==> config.mk <==
export PLATFORM = sky130hd
export DESIGN_NAME = mem_access_unit
export DESIGN_NICKNAME = d
export VERILOG_FILES = /design/src/rtl/mem_access_pkg.sv /design/src/rtl/mem_access_unit.sv
export SDC_FILE = /design/constraint.sdc
export NUM_CORES = 1
export LEC_CHECK = 0
export BUFFER_PORTS_ARGS = -buffer_cell sky130_fd_sc_hd__buf_2
export CAP_MARGIN = 40
export CORE_MARGIN = 2
export CORE_UTILIZATION = 51
export DETAILED_ROUTE_END_ITERATION = 12
export GPL_TIMING_DRIVEN = 1
export PLACE_DENSITY = 0.77
export SYNTH_ARGS = -nofsm -noshare
export SYNTH_HDL_FRONTEND = slang
export SYNTH_SLANG_ARGS = --single-unit
==> constraint.sdc <==
create_clock -name clk -period 4.3 [get_ports clk]
set_clock_uncertainty 0.15 [all_clocks]
set_input_delay 0.215 -clock clk [delete_from_list [all_inputs] [get_ports clk]]
set_output_delay 0.215 -clock clk [all_outputs]
set_load 0.005 [all_outputs]
==> src/rtl/mem_access_pkg.sv <==
// mem_access_pkg: shared opcode and FSM state encodings for mem_access_unit,
// plus small opcode classification helpers.
package mem_access_pkg;

  typedef enum logic [2:0] {
    OP_RD8    = 3'd0,
    OP_WR8    = 3'd1,
    OP_RD16   = 3'd2,
    OP_WR16   = 3'd3,
    OP_PUSH16 = 3'd4,
    OP_POP16  = 3'd5
  } op_e;

  typedef enum logic [1:0] {
    ST_IDLE  = 2'd0,
    ST_BYTE0 = 2'd1,
    ST_BYTE1 = 2'd2,
    ST_RESP  = 2'd3
  } state_e;

  // Encodings 6 and 7 are reserved and answered with an error response.
  function automatic logic op_is_legal(input logic [2:0] op);
    return (op <= OP_POP16);
  endfunction

  function automatic logic op_is_write(input logic [2:0] op);
    return (op == OP_WR8) || (op == OP_WR16) || (op == OP_PUSH16);
  endfunction

  function automatic logic op_is_byte(input logic [2:0] op);
    return (op == OP_RD8) || (op == OP_WR8);
  endfunction

endpackage

==> src/rtl/mem_access_unit.sv <==
// mem_access_unit: sequences 8/16-bit loads, stores and stack push/pop onto a
// byte-wide RAM with a combinational read port. 16-bit data is big-endian.
//
// Ports:
//   clk, reset                  clock and synchronous active-high reset
//   req_valid/req_ready         request handshake (ready only when idle)
//   req_op, req_addr, req_wdata request opcode, byte address, write data
//   rsp_valid, rsp_rdata, rsp_err  one-cycle completion, read data, error flag
//   sp_out                      current stack pointer
//   mem_addr, mem_din, mem_we   RAM address, write data, write enable
//   mem_dout                    RAM read data
//
// state | meaning
// IDLE  | waiting for a request, req_ready high
// BYTE0 | first RAM access (MSB, or the only byte of an 8-bit op)
// BYTE1 | second RAM access (LSB), stack pointer updated at its edge
// RESP  | rsp_valid pulse, back to IDLE next cycle
module mem_access_unit
  import mem_access_pkg::*;
#(
  parameter logic [15:0] SP_INIT = 16'hFFF0
) (
  input  logic        clk,
  input  logic        reset,
  input  logic        req_valid,
  output logic        req_ready,
  input  logic [2:0]  req_op,
  input  logic [15:0] req_addr,
  input  logic [15:0] req_wdata,
  output logic        rsp_valid,
  output logic [15:0] rsp_rdata,
  output logic        rsp_err,
  output logic [15:0] sp_out,
  output logic [15:0] mem_addr,
  output logic [7:0]  mem_din,
  input  logic [7:0]  mem_dout,
  output logic        mem_we
);

  state_e      state_q;
  logic [2:0]  op_q;
  logic [7:0]  wdata_lo_q;
  logic [15:0] sp_q;
  logic [15:0] mem_addr_q;
  logic [7:0]  mem_din_q;
  logic        mem_we_q;
  logic        rsp_valid_q;
  logic        rsp_err_q;
  logic [15:0] rsp_rdata_q;
  logic [15:0] base_addr;

  // Address of the first (MSB) access; stack ops ignore req_addr.
  always_comb begin
    case (req_op)
      OP_PUSH16: base_addr = sp_q - 16'd1;
      OP_POP16:  base_addr = sp_q + 16'd1;
      default:   base_addr = req_addr;
    endcase
  end

  always_ff @(posedge clk) begin
    if (reset) begin
      state_q     <= ST_IDLE;
      op_q        <= 3'd0;
      wdata_lo_q  <= 8'h00;
      sp_q        <= SP_INIT;
      mem_addr_q  <= 16'h0000;
      mem_din_q   <= 8'h00;
      mem_we_q    <= 1'b0;
      rsp_valid_q <= 1'b0;
      rsp_err_q   <= 1'b0;
      rsp_rdata_q <= 16'h0000;
    end else begin
      case (state_q)
        ST_IDLE: begin
          if (req_valid) begin
            op_q       <= req_op;
            wdata_lo_q <= req_wdata[7:0];
            if (!op_is_legal(req_op)) begin
              state_q     <= ST_RESP;
              rsp_valid_q <= 1'b1;
              rsp_err_q   <= 1'b1;
            end else begin
              state_q    <= ST_BYTE0;
              mem_addr_q <= base_addr;
              mem_we_q   <= op_is_write(req_op);
              if (op_is_write(req_op))
                mem_din_q <= op_is_byte(req_op) ? req_wdata[7:0] : req_wdata[15:8];
            end
          end
        end
        ST_BYTE0: begin
          if (!op_is_write(op_q)) begin
            if (op_is_byte(op_q)) rsp_rdata_q <= {8'h00, mem_dout};
            else                  rsp_rdata_q[15:8] <= mem_dout;
          end
          if (op_is_byte(op_q)) begin
            state_q     <= ST_RESP;
            mem_we_q    <= 1'b0;
            rsp_valid_q <= 1'b1;
            rsp_err_q   <= 1'b0;
          end else begin
            state_q    <= ST_BYTE1;
            mem_addr_q <= mem_addr_q + 16'd1;
            mem_we_q   <= op_is_write(op_q);
            if (op_is_write(op_q)) mem_din_q <= wdata_lo_q;
          end
        end
        ST_BYTE1: begin
          if (!op_is_write(op_q)) rsp_rdata_q[7:0] <= mem_dout;
          if (op_q == OP_PUSH16) sp_q <= sp_q - 16'd2;
          if (op_q == OP_POP16)  sp_q <= sp_q + 16'd2;
          state_q     <= ST_RESP;
          mem_we_q    <= 1'b0;
          rsp_valid_q <= 1'b1;
          rsp_err_q   <= 1'b0;
        end
        ST_RESP: begin
          state_q     <= ST_IDLE;
          rsp_valid_q <= 1'b0;
          rsp_err_q   <= 1'b0;
        end
        default: state_q <= ST_IDLE;
      endcase
    end
  end

  assign req_ready = (state_q == ST_IDLE);
  assign rsp_valid = rsp_valid_q;
  assign rsp_err   = rsp_err_q;
  assign rsp_rdata = rsp_rdata_q;
  assign sp_out    = sp_q;
  assign mem_addr  = mem_addr_q;
  assign mem_din   = mem_din_q;
  // The RAM samples mem_we at the same edge that applies reset, so the write
  // in flight is suppressed combinationally to abort cleanly.
  assign mem_we    = mem_we_q & ~reset;

endmodule
==> out/results.ini, run 1 <==
[run_status]
status = finished clean

[pwr]
pwr-share-clk_pct = 18.1
switching_share_pct = 41.8
p_int_uw = 1460
leakagePower_uw = 0.00219
power_density_nw_per_um2 = 479
peakVddDrop_uv = 234
p_switching_uw = 1050
p_seq_share_pct = 38.2
p_comb_share_pct = 43.7

[clock_tree]
cts_buffer_depth = 2
cts_sinks = 71
tritoncts = built
cts_buffers = 9
h-tree-depth = 3
clk_pin_slew_ns = 0.08
cts_resized = 0
clk_latency_ns = 0.34
cts-root-buf = clkbuf_8

[routing]
wire_per_inst_um = 15.8
route.final.wire_length_um = 12100
route.met2.wl_um = 6000
drc_errors = 0
vias = 4431
drtIter0Drc = 245
wl_met1_um = 5150
drtAntennaViolNets = 0
highest_layer = met4
met3_length_um = 676
drtPass1Iterations = 4
vias_per_cell = 5.80

[synthesis]
synth_fp_nets = 621
async_reset_ff_share_pct = 0
synth_top_area_share_pct = 32.4
yosys.area.top_type = dfxtp_1
synth_top_family_by_area = simple AND/OR/NAND/NOR gates
synthCells = 554
synth_xor_area_share_pct = 4.39
yosys_warnings = 0
synth-adder-area-share_pct = 6.15
synth-simple-area-share_pct = 23.5
synth-compound-area-share_pct = 22.0
synth-seq-cells = 71
yosysSeqAreaShare_pct = 32.4
ys_dominant_reg_cell = dfxtp_1
avgSynthCellArea_sq_um = 7.93
syn_area_sq_um = 4390
synth_edf_count = 0
synthTopCellsByArea = dfxtp_1 32%, mux2i_1 6.4%, nand2_1 5.8%, ha_1 5.7%, a21oi_1 5.6%
synth_cell_types = 61
synth_mux_area_share_pct = 6.89

[sta]
hold_viol = 0
finalCritPeriodShare_pct = 71.9
rsz0062_at_grt = no
relSlewSlack_pct = 40.3
post-route-min-period_ns = 3.09
fmax_mhz = 323
slew_violations = 0
setup_tns_ns = 0
setup_viol = 0
worst_slew_pin_slew_ns = 0.892

[critical_path]
critPathArrivalTime_ns = 3.20
cp_max_fo = 14
crit_start = op_q[0]$_SDFFE_PP0P_
crit_type = reg -> reg
cp-end-kind = flop
r2r_cells = 8
r2r-end = sp_out[9]$_SDFFE_PP1P_
required_ns = 4.40
worst-r2r-setup-slack_ns = 1.21
crit_path_start_kind = flop
endpoint = sp_out[9]$_SDFFE_PP1P_
reg2reg_from = op_q[0]$_SDFFE_PP0P_

[global_routing]
grt_pass1_wl_um = 20000
overflow = 0
antenna_found_initial = 0
grt_util_all_layers_pct = 25.5
grt_max_degree = 68
grt_pass1_vias = 4255

[floorplan]
die_width_um = 96.8
initial_core_util_pct = 52.9
die_h_um = 96.8
die_area_sq_um = 9370
ios = 106
coreArea_sq_um = 8300
row_count = 33

[finish]
syn2layout_area_growth_pct = 19.5
fillers = 747
layout-drive-gt1-share_pct = 21.5
layout_common_cells = 104 x buf_2, 71 x dfxtp_1, 68 x nand2_1
nets = 722
final_util_pct = 63.2
mostFrequentLayoutCell = buf_2
antennaDiodeCount = 0

[min_path]
min_path_type = in -> reg
hp-start = req_op[1]

[placement]
gp_congestion = 0.916
dp_hpwl_um = 8510
portBuffers = 104

[run]
cap_violations = 0

==> worst min-delay path by stage <==
stage / cells after the start / endpoint
3_5_place_dp: 2 / wdata_lo_q[2]$_SDFFE_PP0P_
2_1_floorplan: 2 / wdata_lo_q[0]$_SDFFE_PP0P_
5_1_grt: 3 / op_q[1]$_SDFFE_PP0P_
6_report: 3 / op_q[1]$_SDFFE_PP0P_
4_1_cts: 3 / op_q[1]$_SDFFE_PP0P_
3_3_place_gp: 2 / wdata_lo_q[1]$_SDFFE_PP0P_
==> worst max-delay path, cell delays in order, from the launching register on <==
cell	delay, ns
dfxtp_1	0.53
nand3_1	0.54
ha_1	0.54
nor2b_1	0.18
o31ai_1	0.34
a21boi_1	0.16
o21a_1	0.20
o21a_1	0.16
o31ai_1	0.20
==> power groups by stage <==
| stage | Clock (uW) | Combinational (uW) | Sequential (uW) |
|---|---|---|---|
| 2_1_floorplan | 0 | 765 | 949 |
| 3_3_place_gp | 0 | 1050 | 960 |
| 3_5_place_dp | 0 | 1070 | 971 |
| 4_1_cts | 467 | 1090 | 957 |
| 5_1_grt | 494 | 1220 | 982 |
| 6_report | 455 | 1100 | 961 |
==> flip-flops by register name, summed over array words and instances, names as in the netlist <==
register / count
mem_din: 8
rsp_valid: 1
rsp_rdata: 16
sp_out: 15
wdata_lo_q: 8
rsp_err: 1
mem_we_q: 1
op_q: 3
state_q: 2
mem_addr: 16
==> kinds of logic (layout without fill, tap and decap cells) <==
family | after synthesis | after routing
muxes | 30 | 30
DFF | 71 | 71
adders and majority gates | 21 | 21
and+or+nand+nor | 209 | 209
xor gates and xnor gates | 22 | 22
AOI/OAI and AO/OA | 152 | 152
buffers and inverters | 48 | 153
other | 1 | 1
==> final cells by class <==
type | count | area [sq um] | area share (%)
Clock buffer | 9 | 124 | 2.36
Clock inverter | 6 | 38.8 | 0.739
Inverter | 14 | 52.6 | 1.00
Multi-Input combinational cell | 435 | 2770 | 52.8
Sequential cell | 71 | 1420 | 27.1
Tap cell | 105 | 131 | 2.50
Timing Repair Buffer | 124 | 711 | 13.5
==> Yosys cell counts (all sizes together), types with 2 or more instances <==
cell type,n
a211oi,13
a21boi,3
a21o,6
a21oi,49
a22oi,9
a311oi,2
a31oi,3
and2,4
and3,6
buf,7
clkbuf,27
dfxtp,71
ha,20
inv,14
mux2,2
mux2i,28
nand2,68
nand2b,6
nand3,15
nand4,6
nor2,63
nor2b,8
nor3,17
nor4,7
nor4b,2
o211a,2
o211ai,7
o21a,3
o21ai,34
o221a,2
o22ai,3
o31ai,3
o32ai,6
o41ai,3
or2,2
or4,2
xnor2,11
xor2,11
==> metal layers <==
metal | GRT usage (%) | vias up
met2 | 43.1 | 154
met1 | 32.0 | 2063
met5 | 0 | -
met3 | 4.91 | 25
li1 | - | 2189
met4 | 9.64 | 0
==> stage by stage <==
stage | total power, uW | worst slack (ns) | hold WS [ns] | std cells | area [sq um]
2_1_floorplan | 1710 | 1.62 | 0.201 | 554 | 4390
3_5_place_dp | 2050 | 1.31 | 0.297 | 733 | 4920
6_report | 2510 | 1.21 | 0.0293 | 764 | 5250
5_1_grt | 2700 | 0.989 | 0.0350 | 764 | 5250
4_1_cts | 2520 | 1.26 | 0.0137 | 764 | 5250
3_3_place_gp | 2010 | 1.43 | 0.292 | 732 | 4920
==> what timing repair did <==
item                                   4_1_cts  5_1_grt
endpoints found under the hold margin       24        0
buffers inserted                             0        0
hold buffers                                16        0
Power figures use the tool's default switching activity.
==> inputs of run 2 (changes only) <==
Settings changed: CORE_UTILIZATION 51 to 49.
Clock period 4.3 ns to 2.6 ns, I/O delays scaled along.
==> out/results.ini, run 2 (same netlist as run 1, synthesis figures left out) <==
[run_status]
status = finished clean

[floorplan]
die_width_um = 98.7
row_count = 34
die_h_um = 98.7
die_area_sq_um = 9740
initial_core_util_pct = 50.4
ios = 106
coreArea_sq_um = 8720

[sta]
relSlewSlack_pct = 53.4
post-route-min-period_ns = 2.44
setup_viol = 0
setup_slack_ns = 0.155
slew_violations = 0
finalCritPeriodShare_pct = 94.0
rsz0062_at_grt = no
hold_viol = 0
fmax_mhz = 409
worst_slew_pin_slew_ns = 0.699
setup_tns_ns = 0

[critical_path]
required_ns = 2.70
crit_path_start_kind = flop
cpMaxStageDelayCell = or4b_1
critPathMostFrequentCell = a21oi_1
cp_top_family = simple AND/OR/NAND/NOR gates
crit_buf_inv = 1
cp_max_fo = 7
crit_cells = 8
r2r_cells = 8
worst-r2r-setup-slack_ns = 0.16
critPathArrivalTime_ns = 2.55
crit_type = reg -> reg
cp-end-kind = flop
max_stage_delay_ns = 0.63
path_cells = inv_1 > ha_1 > or4b_1 > nor4b_4 > xnor2_1 > a21oi_1 > a21oi_1 > o32ai_1

[run]
cap_violations = 0

[routing]
vias = 4523
drtIter0Drc = 180
route.final.wire_length_um = 12300
vias_per_cell = 5.74
drc_errors = 0
drtAntennaViolNets = 0
wire_per_inst_um = 15.6
drtPass1Iterations = 5

[clock_tree]
cts_buffer_depth = 2
clk_latency_ns = 0.35
tritoncts = built
cts-root-buf = clkbuf_8
clk_pin_slew_ns = 0.08
h-tree-depth = 3
cts_sinks = 71
cts_buffers = 9

[global_routing]
grt_util_all_layers_pct = 24.6
grt_max_degree = 42
grt_pass1_wl_um = 19700
overflow = 0
grt_pass1_vias = 4222
antenna_found_initial = 0

[finish]
layout_common_cells = 104 x buf_2, 71 x dfxtp_1, 68 x nand2_1
layout-drive-gt1-share_pct = 24.0
mostFrequentLayoutCell = buf_2
nets = 742
syn2layout_area_growth_pct = 25.3
antennaDiodeCount = 0

[placement]
pre_cts_ws_ns = 0.0228
dp_hpwl_um = 8820
gp_congestion = 0.925
portBuffers = 104

[pwr]
power_density_nw_per_um2 = 820
peakVddDrop_uv = 404
leakagePower_uw = 0.00231

[min_path]
min_path_type = in -> reg
min_path_cells = 3

run 2: cell types whose count changed in the layout (fill, tap and decap cells not counted), moves of 2 or more:
cell	previous run	this run
buf_4	4	19
dlygate4sd3_1	16	20
clkinv_2	3	0
bufinv_16	0	2
nand3_4	0	2
run 2: layer usage:
metal / vias to the layer above / part of all wire, % / global-route usage (%)
met5: - / 0 / 0
met1: 2107 / 43 / 31.3
li1: 2231 / - / -
met4: 0 / 2.2 / 11.0
met2: 158 / 49 / 40.2
met3: 27 / 5.8 / 5.04
run 2: timing repair:
action | CTS | global route
pin swaps | 0 | 1
resized for setup | 1 | 5
buffers inserted | 0 | 2
endpoints found under the setup margin | 1 | 4
hold buffers | 20 | 0
gates cloned | 0 | 1
endpoints found under the hold margin | 28 | 0
run 2: power by group:
part           total (uW)  leakage [uW]  internal, uW  switching (uW)
Combinational        1940       0.00163           826            1110
Sequential           1580      0.000579          1340             237
Clock                 990      0.000103           546             444
run 2: metrics by stage:
step,std cells,utilization [%],hold WS [ns],instance area [sq um],total power [uW]
2_1_floorplan,554,-,0.116,4400,2840
3_3_place_gp,749,57.7,0.231,5030,3410
3_5_place_dp,749,57.7,0.243,5030,3480
4_1_cts,785,62.6,0.0185,5460,4500
5_1_grt,788,63.1,0.0283,5500,4800
6_report,788,63.1,0.0247,5500,4510
run 2: worst paths after layout:
check | from | end
setup reg to reg | sp_out[2]$_SDFFE_PP0P_ | mem_addr[9]$_SDFFE_PP0P_
hold reg to reg | wdata_lo_q[6]$_SDFFE_PP0P_ | wdata_lo_q[6]$_SDFFE_PP0P_
setup / recovery | sp_out[2]$_SDFFE_PP0P_ | mem_addr[9]$_SDFFE_PP0P_
hold / removal | req_addr[14] | mem_addr[14]$_SDFFE_PP0P_
run 2: cell type report:
type / instances / area [sq um]
clock buffers: 10 / 128
repair buffers: 143 / 863
well taps: 108 / 135
flip-flops and latches: 71 / 1420
clock inverters: 6 / 92.6
multi-input cells: 436 / 2810
inverters: 14 / 52.6
fillers: 774 / 3220
run 2: tightest hold or removal path: stages:
cell and delay (ns):
buf_2 0.10, o22ai_1 0.15, a211oi_1 0.09
==> inputs of run 3 (changes only) <==
Settings changed: CORE_UTILIZATION 49 to 51, GPL_TIMING_DRIVEN 1 to 0.
Clock period 2.6 ns to 2.82 ns, I/O delays scaled along.
==> out/results.ini, run 3 (same netlist as run 1, synthesis figures left out) <==
[min_path]
min_path_type = in -> reg
min_path_cells = 3

[floorplan]
die_area_sq_um = 9370
die_width_um = 96.8
coreArea_sq_um = 8300
die_h_um = 96.8
initial_core_util_pct = 52.9
row_count = 33
ios = 106

[finish]
nets = 751
seq_area_sq_um = 1420
final_util_pct = 65.9
fin_area_sq_um = 5470
fillers = 718
layout-drive-gt1-share_pct = 21.2
antennaDiodeCount = 0
mostFrequentLayoutCell = buf_2
layout_common_cells = 104 x buf_2, 70 x dfxtp_1, 68 x nand2_1
syn2layout_area_growth_pct = 24.6
final_cell_count_no_fill = 794
multiInputGateArea_sq_um = 2800

[sta]
setup_slack_ns = 0.161
finalCritPeriodShare_pct = 94.3
hold_viol = 0
rsz0062_at_grt = no
fmax_mhz = 376
post-route-min-period_ns = 2.66
setup_viol = 0
relSlewSlack_pct = 47.7
slew_violations = 0
worst_slew_pin_slew_ns = 0.781

[global_routing]
grt_pass1_vias = 4311
antenna_found_initial = 0
overflow = 0
grt_util_all_layers_pct = 27.0
grt_max_degree = 15
grt_pass1_wl_um = 20800

[critical_path]
crit_type = reg -> reg
cp_max_fo = 14
cp-end-kind = flop
crit_path_start_kind = flop
required_ns = 2.97
r2r_cells = 10
critPathArrivalTime_ns = 2.81

[routing]
drtPass1Iterations = 5
vias = 4599
drc_errors = 0
highest_layer = met4
drtAntennaViolNets = 0
met3_length_um = 847
route.met2.wl_um = 6180
wire_per_inst_um = 16.2
vias_per_cell = 5.79
wl_met1_um = 5460
route.final.wire_length_um = 12800
drtIter0Drc = 244

[clock_tree]
tritoncts = built
clk_latency_ns = 0.36
cts_buffer_depth = 2
cts_sinks = 71
clk_pin_slew_ns = 0.08
cts-root-buf = clkbuf_8
h-tree-depth = 3
cts_buffers = 9

[pwr]
p_total_uw = 4220
leakagePower_uw = 0.00227
power_density_nw_per_um2 = 771
peakVddDrop_uv = 440

[placement]
portBuffers = 102
post_dp_cell_area_sq_um = 5030
pre_cts_ws_ns = -0.374
dp_hpwl_um = 9330
dpl.cell_count = 761
gp_congestion = 0.925

[run_status]
status = finished clean

[run]
cap_violations = 0

## run 3: cell count changes in the layout (fill, tap and decap cells not counted), moves of 2 or more
cell	before	now
buf_1	0	2
buf_6	0	2
clkbuf_1	1	25
dlygate4sd3_1	20	18
buf_4	19	2
## run 3: cell type report
type | instances | share of cell area (%)
Multi-Input combinational cell | 435 | 51.1
Sequential cell | 71 | 26.0
Timing Repair Buffer | 121 | 12.8
Buffer | 32 | 2.58
Tap cell | 105 | 2.40
Clock buffer | 9 | 2.26
Clock inverter | 7 | 1.92
Inverter | 14 | 0.961
## run 3: worst paths after layout
path                                                 start                          to  slack, ns
worst min register to register  wdata_lo_q[2]$_SDFFE_PP0P_  wdata_lo_q[2]$_SDFFE_PP0P_       0.31
worst max-delay path                  op_q[1]$_SDFFE_PP0P_     sp_out[13]$_SDFFE_PP1P_       0.16
worst min-delay path                          req_addr[14]   mem_addr[14]$_SDFFE_PP0P_       0.04
worst max register to register        op_q[1]$_SDFFE_PP0P_     sp_out[13]$_SDFFE_PP1P_       0.16
## run 3: critical path, stage by stage (launching register included)
cell and delay, ns:
dfxtp_1 0.48, inv_1 0.14, nand3_4 0.21, inv_1 0.08, fa_1 0.41, nor2b_2 0.19, o311a_1 0.18, o21ai_1 0.07
a21oi_1 0.23, mux2_2 0.36, nor2_1 0.09
## run 3: metrics by stage
step                      TNS [ns]  hold WS, ns
final                            0       0.0426
after floorplan                  0        0.127
after detailed placement     -2.12        0.254
after global routing             0       0.0716
after CTS                        0       0.0264
after global placement       -1.21        0.245
## run 3: repair_timing
item	CTS	global route
hold buffers	18	0
pin swaps	0	0
gates resized for setup	2	3
hold endpoints to repair	26	0
buffers inserted	0	0
endpoints found under the setup margin	9	15
## run 3: power breakdown
part / internal (uW) / total, uW / switching [uW] / leakage, uW
clock network: 510 / 961 / 451 / 0.000112
registers: 1240 / 1470 / 227 / 0.000580
logic: 727 / 1790 / 1070 / 0.00158
## run 3: layer usage
layer  vias to the layer above  GRT usage, %
li1                       2254             -
met1                      2124          35.2
met2                       188          44.3
met3                        33          4.26
met4                         0          11.4
met5                         -             0
